<file path="src/rtl/pipe_skid_reg.sv">
// Two-entry valid/ready pipeline register with a skid slot, so in_ready can come
// from registered state alone while still sustaining one transfer per cycle.
module pipe_skid_reg #(
  parameter int N = 32
) (
  input  logic         clk,
  input  logic         reset,
  input  logic         flush,
  input  logic         in_valid,
  input  logic [N-1:0] in_data,
  output logic         in_ready,
  output logic         out_valid,
  output logic [N-1:0] out_data,
  input  logic         out_ready,
  output logic [1:0]   occupancy
);

  // Encoding equals the number of held entries, so occupancy is the state itself.
  typedef enum logic [1:0] {
    EMPTY = 2'd0,
    ONE   = 2'd1,
    FULL  = 2'd2
  } state_e;

  state_e         state_q, state_d;
  logic [N-1:0]   m_q, m_d;
  logic [N-1:0]   s_q, s_d;
  logic           accept;
  logic           take;

  assign out_valid = (state_q != EMPTY);
  assign in_ready  = (state_q != FULL);
  assign occupancy = state_q;
  assign out_data  = m_q;

  assign accept = in_valid & in_ready;
  assign take   = out_valid & out_ready;

  always_comb begin
    // NOTE: every signal gets a hold value first so no path through the case infers a latch.
    state_d = state_q;
    m_d     = m_q;
    s_d     = s_q;

    unique case (state_q)
      EMPTY: begin
        if (accept) begin
          state_d = ONE;
          m_d     = in_data;
        end
      end
      ONE: begin
        if (accept && take) begin
          m_d = in_data;
        end else if (accept) begin
          state_d = FULL;
          s_d     = in_data;
        end else if (take) begin
          state_d = EMPTY;
        end
      end
      FULL: begin
        if (take) begin
          state_d = ONE;
          m_d     = s_q;
        end
      end
      default: state_d = EMPTY;
    endcase

    // A flush invalidates both slots but leaves their contents as they were.
    if (flush) begin
      state_d = EMPTY;
      m_d     = m_q;
      s_d     = s_q;
    end
  end

  always_ff @(posedge clk) begin
    // NOTE: sequential state uses non-blocking assignments so all registers update from pre-edge values.
    if (reset) begin
      state_q <= EMPTY;
      // NOTE: the data slots are reset too, because out_data is visible and must read 0 after reset.
      m_q     <= '0;
      s_q     <= '0;
    end else begin
      state_q <= state_d;
      m_q     <= m_d;
      s_q     <= s_d;
    end
  end

endmodule
</file>
<file path="config.mk">
export PLATFORM = sky130hd
export DESIGN_NAME = pipe_skid_reg
export DESIGN_NICKNAME = d
export VERILOG_FILES = /design/src/rtl/pipe_skid_reg.sv
export SDC_FILE = /design/constraint.sdc
export NUM_CORES = 1
export LEC_CHECK = 0
export ABC_AREA = 1
export BUFFER_PORTS_ARGS = -buffer_cell sky130_fd_sc_hd__buf_4
export CAP_MARGIN = 10
export CORE_AREA = 2 2 97 99
export DETAILED_ROUTE_END_ITERATION = 6
export DIE_AREA = 0 0 99 101
export PLACE_DENSITY = 0.62
export SLEW_MARGIN = 15
export SYNTH_ARGS = -nofsm -noshare
export SYNTH_HDL_FRONTEND = slang
export SYNTH_SLANG_ARGS = --single-unit
</file>
<file path="constraint.sdc">
create_clock -name clk -period 3.3 [get_ports clk]
set_input_delay 0.33 -clock clk [delete_from_list [all_inputs] [get_ports clk]]
set_output_delay 0.33 -clock clk [all_outputs]
set_load 0.05 [all_outputs]
</file>
==> flow_summary_export.csv, run 1 <==
group,metric,value,unit
status,status,"finished clean",
worst_setup_path,cpPeakStageDelay,0.84,ns
synth,post_synth_num_cell_types,18,
sta,worstMarginPinSlew,0.7849,ns
synth,ys_warn_count,0,
worst_setup_path,crit_slowest_cell,"dfxtp_2",
power,ir_drop,0.2216,mV
worst_setup_path,reg2regPathDepth,7,
synth,ys_async_sr_fraction,0,%
cts,cts_hold_buf,0,
synth,synth_area_per_cell,6.584,sq um
detailed_routing,vias,3173,
detailed_routing,drtIter0Drc,206,
floorplan,io_pins,73,
synth,synth_seq_cells,66,
cts,cts_max_path_buffers,2,
cts,cts_buffers,9,
synth,synthTopCellsByCount,"138 x nand2_1, 96 x nand3_1, 66 x dfxtp_1, 64 x a21oi_1, 38 x inv_1",
synth,yosys.area.top_type,"dfxtp_1",
worst_setup_path,setup.worst_path.end_class,"output port",
sta,finalSetupTns,0,ns
synth,synth_most_common_cell,"nand2_1",
worst_setup_path,reg2reg_from,"occupancy[1]",
cts,cts_setup_buffers,0,
cts,cts.sinks,66,
detailed_routing,drt_pass1_iterations,4,
floorplan,die_w,99,um
sta,fin_skew,0.01463,ns
sta,slew_viol_final,0,
grt,grt_start_max_net_pins,41,
synth,yosysTopAreaCellShare,41.12,%
floorplan,start_util,35.79,%
grt,antenna_found_initial,0,
worst_setup_path,worstPathRequired,2.97,ns
final_layout,area_growth,24.22,%
synth,synth_fp_nets,525,
floorplan,chipHeight,101,um
worst_setup_path,r2r_slack,0.95,ns
sta,grt_setup_unrepaired,"false",
grt,grt_pass1_wl,14120,um
final_layout,antenna_cells,0,
sta,finalHoldViolCount,0,
detailed_routing,drc_errors,0,
worst_setup_path,worstReg2RegEnd,"s_q[1]",
cts,cts_resized,0,
cts,cts_tree,"built",
grt,grt_pass1_vias,3061,
grt,track_usage,17.27,%
worst_setup_path,critPathLaunch,"occupancy[1]",
synth,synth.yosys.seq_area_share,41.12,%
final_layout,drive_gt1_share,19.12,%
worst_setup_path,crit_arrival,2.23,ns
run,drv_cap,0,
power,power_density,505.8,mW/mm^2
worst_setup_path,path_cells,"nand2_2, buf_4",
worst_setup_path,path_max_fanout,39,
sta,fmax,0.3912,GHz
floorplan,coreArea,0.008977,sq mm
cts,clk_pin_slew_worst_paths,0.06,ns
placed_design,place.gp.congestion,0.7431,
min_path,min_path_type,"primary input to flop",
cts,h-tree-depth,3,
final_layout,nets,576,
detailed_routing,wl,8372,um
sta,post-route-period-util,77.46,%
sta,min_period,2.556,ns
floorplan,fp.dieArea,0.009999,sq mm
worst_setup_path,crit_end,"in_ready",
power,p_leak,1.891,nW
placed_design,port_buffers,72,
sta,slew_headroom,47.67,%
cts,clk_latency,0.35,ns
synth,synth-edff-count,0,
cts,root_buffer,"clkbuf_8",
floorplan,row_count,35,
detailed_routing,routed_via_density,4.844,
detailed_routing,wl_per_cell,12.78,um
synth,syn_inst,488,
min_path,min_path_cells,2,
synth,synth_flop_cell,"dfxtp_1",
worst_setup_path,start_kind,"flop",
sta,finalSetupViolations,0,
synth,netlist_area,0.003213,sq mm
worst_setup_path,critical_path_class,"flop to output port",
detailed_routing,ant_nets,0,
sta,whs,0.1884,ns
grt,grt_overflow_total,0,
placed_design,detailed_place_hpwl,5364,um
synth,yosys-top-cells-area,"dfxtp_1 41%, nand2_1 16%, nand3_1 15%",
==> how the worst min path moves through the flow <==
stage,from,endpoint,slack [ns]
6_report,out_ready,occupancy[1],0.19
3_5_place_dp,s_q[21],s_q[21],0.45
5_1_grt,out_ready,occupancy[1],0.17
4_1_cts,out_ready,occupancy[1],0.17
2_1_floorplan,out_ready,occupancy[1],0.41
3_3_place_gp,s_q[23],s_q[23],0.45
==> final cells by class <==
class / instances / area, sq um
well taps: 111 / 138.9
inverters: 39 / 146.4
flip-flops and latches: 66 / 1323
repair buffers: 78 / 610.6
clock inverters: 4 / 73.82
clock buffers: 12 / 155.1
fillers: 942 / 4986
multi-input cells: 345 / 1544
==> where the power goes <==
group / total (W) / internal (W) / switching, W
registers: 0.000856 / 0.000835 / 0.0000208
logic: 0.000383 / 0.000129 / 0.000254
clock network: 0.000781 / 0.000467 / 0.000313
total: 0.00202 / 0.00143 / 0.000588
==> cells by family after synthesis <==
| group | share of synthesized area (%) |
|---|---|
| simple gates | 37.34 |
| buf+inv | 10.83 |
| compound gates | 10.71 |
| flops | 41.12 |
==> per-layer routing <==
layer | GRT usage (%) | share of wire [%] | vias to the layer above
met3 | 3.259 | 4.9 | 11
met5 | 0 | 0 | -
met2 | 28.59 | 46 | 74
met1 | 22.33 | 48 | 1419
met4 | 6.639 | 1.6 | 0
li1 | - | - | 1669
==> registers in the layout (all words and copies together) (netlist names) <==
name       count
s_q           32
occupancy      2
out_data      32
==> critical path, delay by kind of cell, from the launching register on <==
kind	cells	cell delay [ns]
buffers and inverters	1	0.40
and+or+nand+nor	1	0.64
DFF	1	0.84
==> through the flow <==
step / total power, W / cells / setup slack [ns] / utilization (%) / instance area, sq um
after floorplan: 0.001135 / 488 / 1.380 / - / 3213
after global placement: 0.001257 / 639 / 1.023 / 41.91 / 3762
after detailed placement: 0.001259 / 639 / 0.9540 / 41.91 / 3762
after CTS: 0.002039 / 655 / 0.7380 / 44.46 / 3991
after global routing: 0.002104 / 655 / 0.6163 / 44.46 / 3991
final: 0.002019 / 655 / 0.7437 / 44.46 / 3991
==> cell usage in the layout, fill, tap and decap left out <==
master,n
buf_12,2
a21boi_2,1
inv_2,1
clkbuf_8,11
dfxtp_2,1
clkbuf_1,1
clkinv_2,1
nand2_2,4
o21ai_0,1
clkinv_4,1
dfxtp_1,65
a211oi_1,1
nand3_1,96
buf_4,76
nor2_1,35
a21oi_1,64
nor2_4,3
nand2_1,138
inv_1,38
nor3_1,1
bufinv_16,2
nor2_2,1
(Power assumes the default switching activity.)
==> run 2: changes to the inputs <==
==> constraint.sdc (replaced) <==
create_clock -name clk -period 2.6 [get_ports clk]
set_input_delay 0.26 -clock clk [delete_from_list [all_inputs] [get_ports clk]]
set_output_delay 0.26 -clock clk [all_outputs]
set_load 0.05 [all_outputs]
==> run 2 against run 1 <==
Effect of this change:
- clock power rose by 34%
- critical path depth rose by 1
- sequential share of layout area fell by 0.21 points
- power rose by 30%
- clock-buffer cell count fell by 3
- critical endpoint unchanged
- largest power group unchanged
==> flow_summary_export.csv, run 2 (synthesis gave the netlist of run 1 again) <==
group,metric,value,unit
power,p_leak,1.901,nW
power,ir_drop,0.2710,mV
cts,clk_latency,0.34,ns
cts,cts_hold_buf,0,
placed_design,detailed_place_hpwl,5576,um
sta,slew_headroom,51.37,%
worst_setup_path,critical_path_class,"flop to output port",
cts,cts_resized,0,
sta,finalSetupTns,0,ns
worst_setup_path,path_max_fanout,36,
placed_design,port_buffers,72,
run,drv_cap,0,
cts,h-tree-depth,3,
detailed_routing,wl_per_cell,13.43,um
grt,met2_usage,30.20,%
final_layout,most-common-layout-cells,"138 x nand2_1, 96 x nand3_1, 78 x buf_4",
detailed_routing,wl,8813,um
grt,grt_pass1_wl,15090,um
worst_setup_path,critPathLaunch,"occupancy[1]",
grt,antenna_found_initial,0,
floorplan,coreArea,0.008977,sq mm
floorplan,io_pins,73,
detailed_routing,routed_via_density,4.985,
floorplan,row_count,35,
grt,grt_start_max_net_pins,65,
sta,finalHoldViolCount,0,
cts,root_buffer,"clkbuf_8",
grt,grt.met3_usage,3.745,%
grt,grt_overflow_total,0,
detailed_routing,drc_errors,0,
final_layout,drive_gt1_share,19.45,%
placed_design,place_ws,0.4998,ns
detailed_routing,drtIter0Drc,239,
worst_setup_path,crit_arrival,2.02,ns
grt,met1_usage,24.52,%
grt,top_usage_layer,"met2",
final_layout,final_common_cell,"nand2_1",
grt,track_usage,18.58,%
sta,worst_slack,0.3185,ns
cts,cts_buffers,9,
detailed_routing,ant_nets,0,
worst_setup_path,worstPathRequired,2.34,ns
final_layout,antenna_cells,0,
placed_design,dp_cells,641,
sta,fmax,0.4383,GHz
cts,cts.sinks,66,
worst_setup_path,start_kind,"flop",
worst_setup_path,r2r_slack,0.46,ns
floorplan,fp.dieArea,0.009999,sq mm
worst_setup_path,setup.worst_path.end_class,"output port",
final_layout,final_cell_count_no_fill,656,
cts,cts_max_path_buffers,2,
cts,cts_setup_buffers,0,
sta,min_period,2.281,ns
power,power_density,654.3,mW/mm^2
floorplan,die_w,99,um
sta,slew_viol_final,0,
sta,finalSetupViolations,0,
final_layout,nets,578,
grt,grt_pass1_vias,3190,
cts,cts_tree,"built",
detailed_routing,vias,3270,
status,status,"finished clean",
sta,grt_setup_unrepaired,"false",
final_layout,final_util,44.74,%
cts,clk_pin_slew_worst_paths,0.08,ns
min_path,hp-start,"out_ready",
final_layout,area_growth,25.00,%
detailed_routing,drt_pass1_iterations,4,
floorplan,start_util,35.79,%
placed_design,place.gp.congestion,0.7678,
worst_setup_path,reg2reg_from,"occupancy[0]",
sta,fin_skew,0.007117,ns
floorplan,chipHeight,101,um
min_path,min_path_type,"primary input to flop",
sta,worstMarginPinSlew,0.7268,ns
sta,post-route-period-util,87.75,%
==> run 2: layer usage <==
layer | part of all wire, % | routed length, um | up-vias
met2 | 47 | 4099 | 106
met1 | 46 | 4061 | 1486
met5 | 0 | 0 | -
met3 | 6.1 | 538 | 11
li1 | - | - | 1667
met4 | 1.3 | 114 | 0
==> run 2: layout make-up <==
cell class / instances / area, sq um
Inverter: 39 / 146.4
Clock buffer: 9 / 123.9
Timing Repair Buffer: 80 / 625.6
Fill cell: 930 / 4961
Multi-Input combinational cell: 345 / 1544
Tap cell: 111 / 138.9
Sequential cell: 66 / 1323
Clock inverter: 6 / 115.1
==> run 2: final timing paths <==
| kind | cells past startpoint | end |
|---|---|---|
| max | 3 | in_ready |
| min | 2 | occupancy[1] |
| max reg2reg | 7 | s_q[28] |
| min reg2reg | 2 | s_q[31] |
==> run 2: worst max-delay path, stage by stage (launching register included) <==
cell	delay, ns
dfxtp_2	0.51
buf_4	0.29
nand2_2	0.46
buf_4	0.39
==> run 2: power by group <==
group	total [W]	leakage [nW]	internal (W)	switching, W
Clock	0.00105	0.116	0.000637	0.000415
Combinational	0.000491	1.25	0.000164	0.000327
Sequential	0.00108	0.539	0.00106	0.0000256
Total	0.00263	1.90	0.00186	0.000768
==> run 2: stage by stage <==
stage	hold slack, ns	cell area, sq um	power [W]
6_report	0.1122	4016	0.002628
5_1_grt	0.1127	4016	0.002746
4_1_cts	0.1004	4016	0.002651
3_5_place_dp	0.4521	3777	0.001602
3_3_place_gp	0.4480	3777	0.001598
2_1_floorplan	0.3385	3213	0.001441
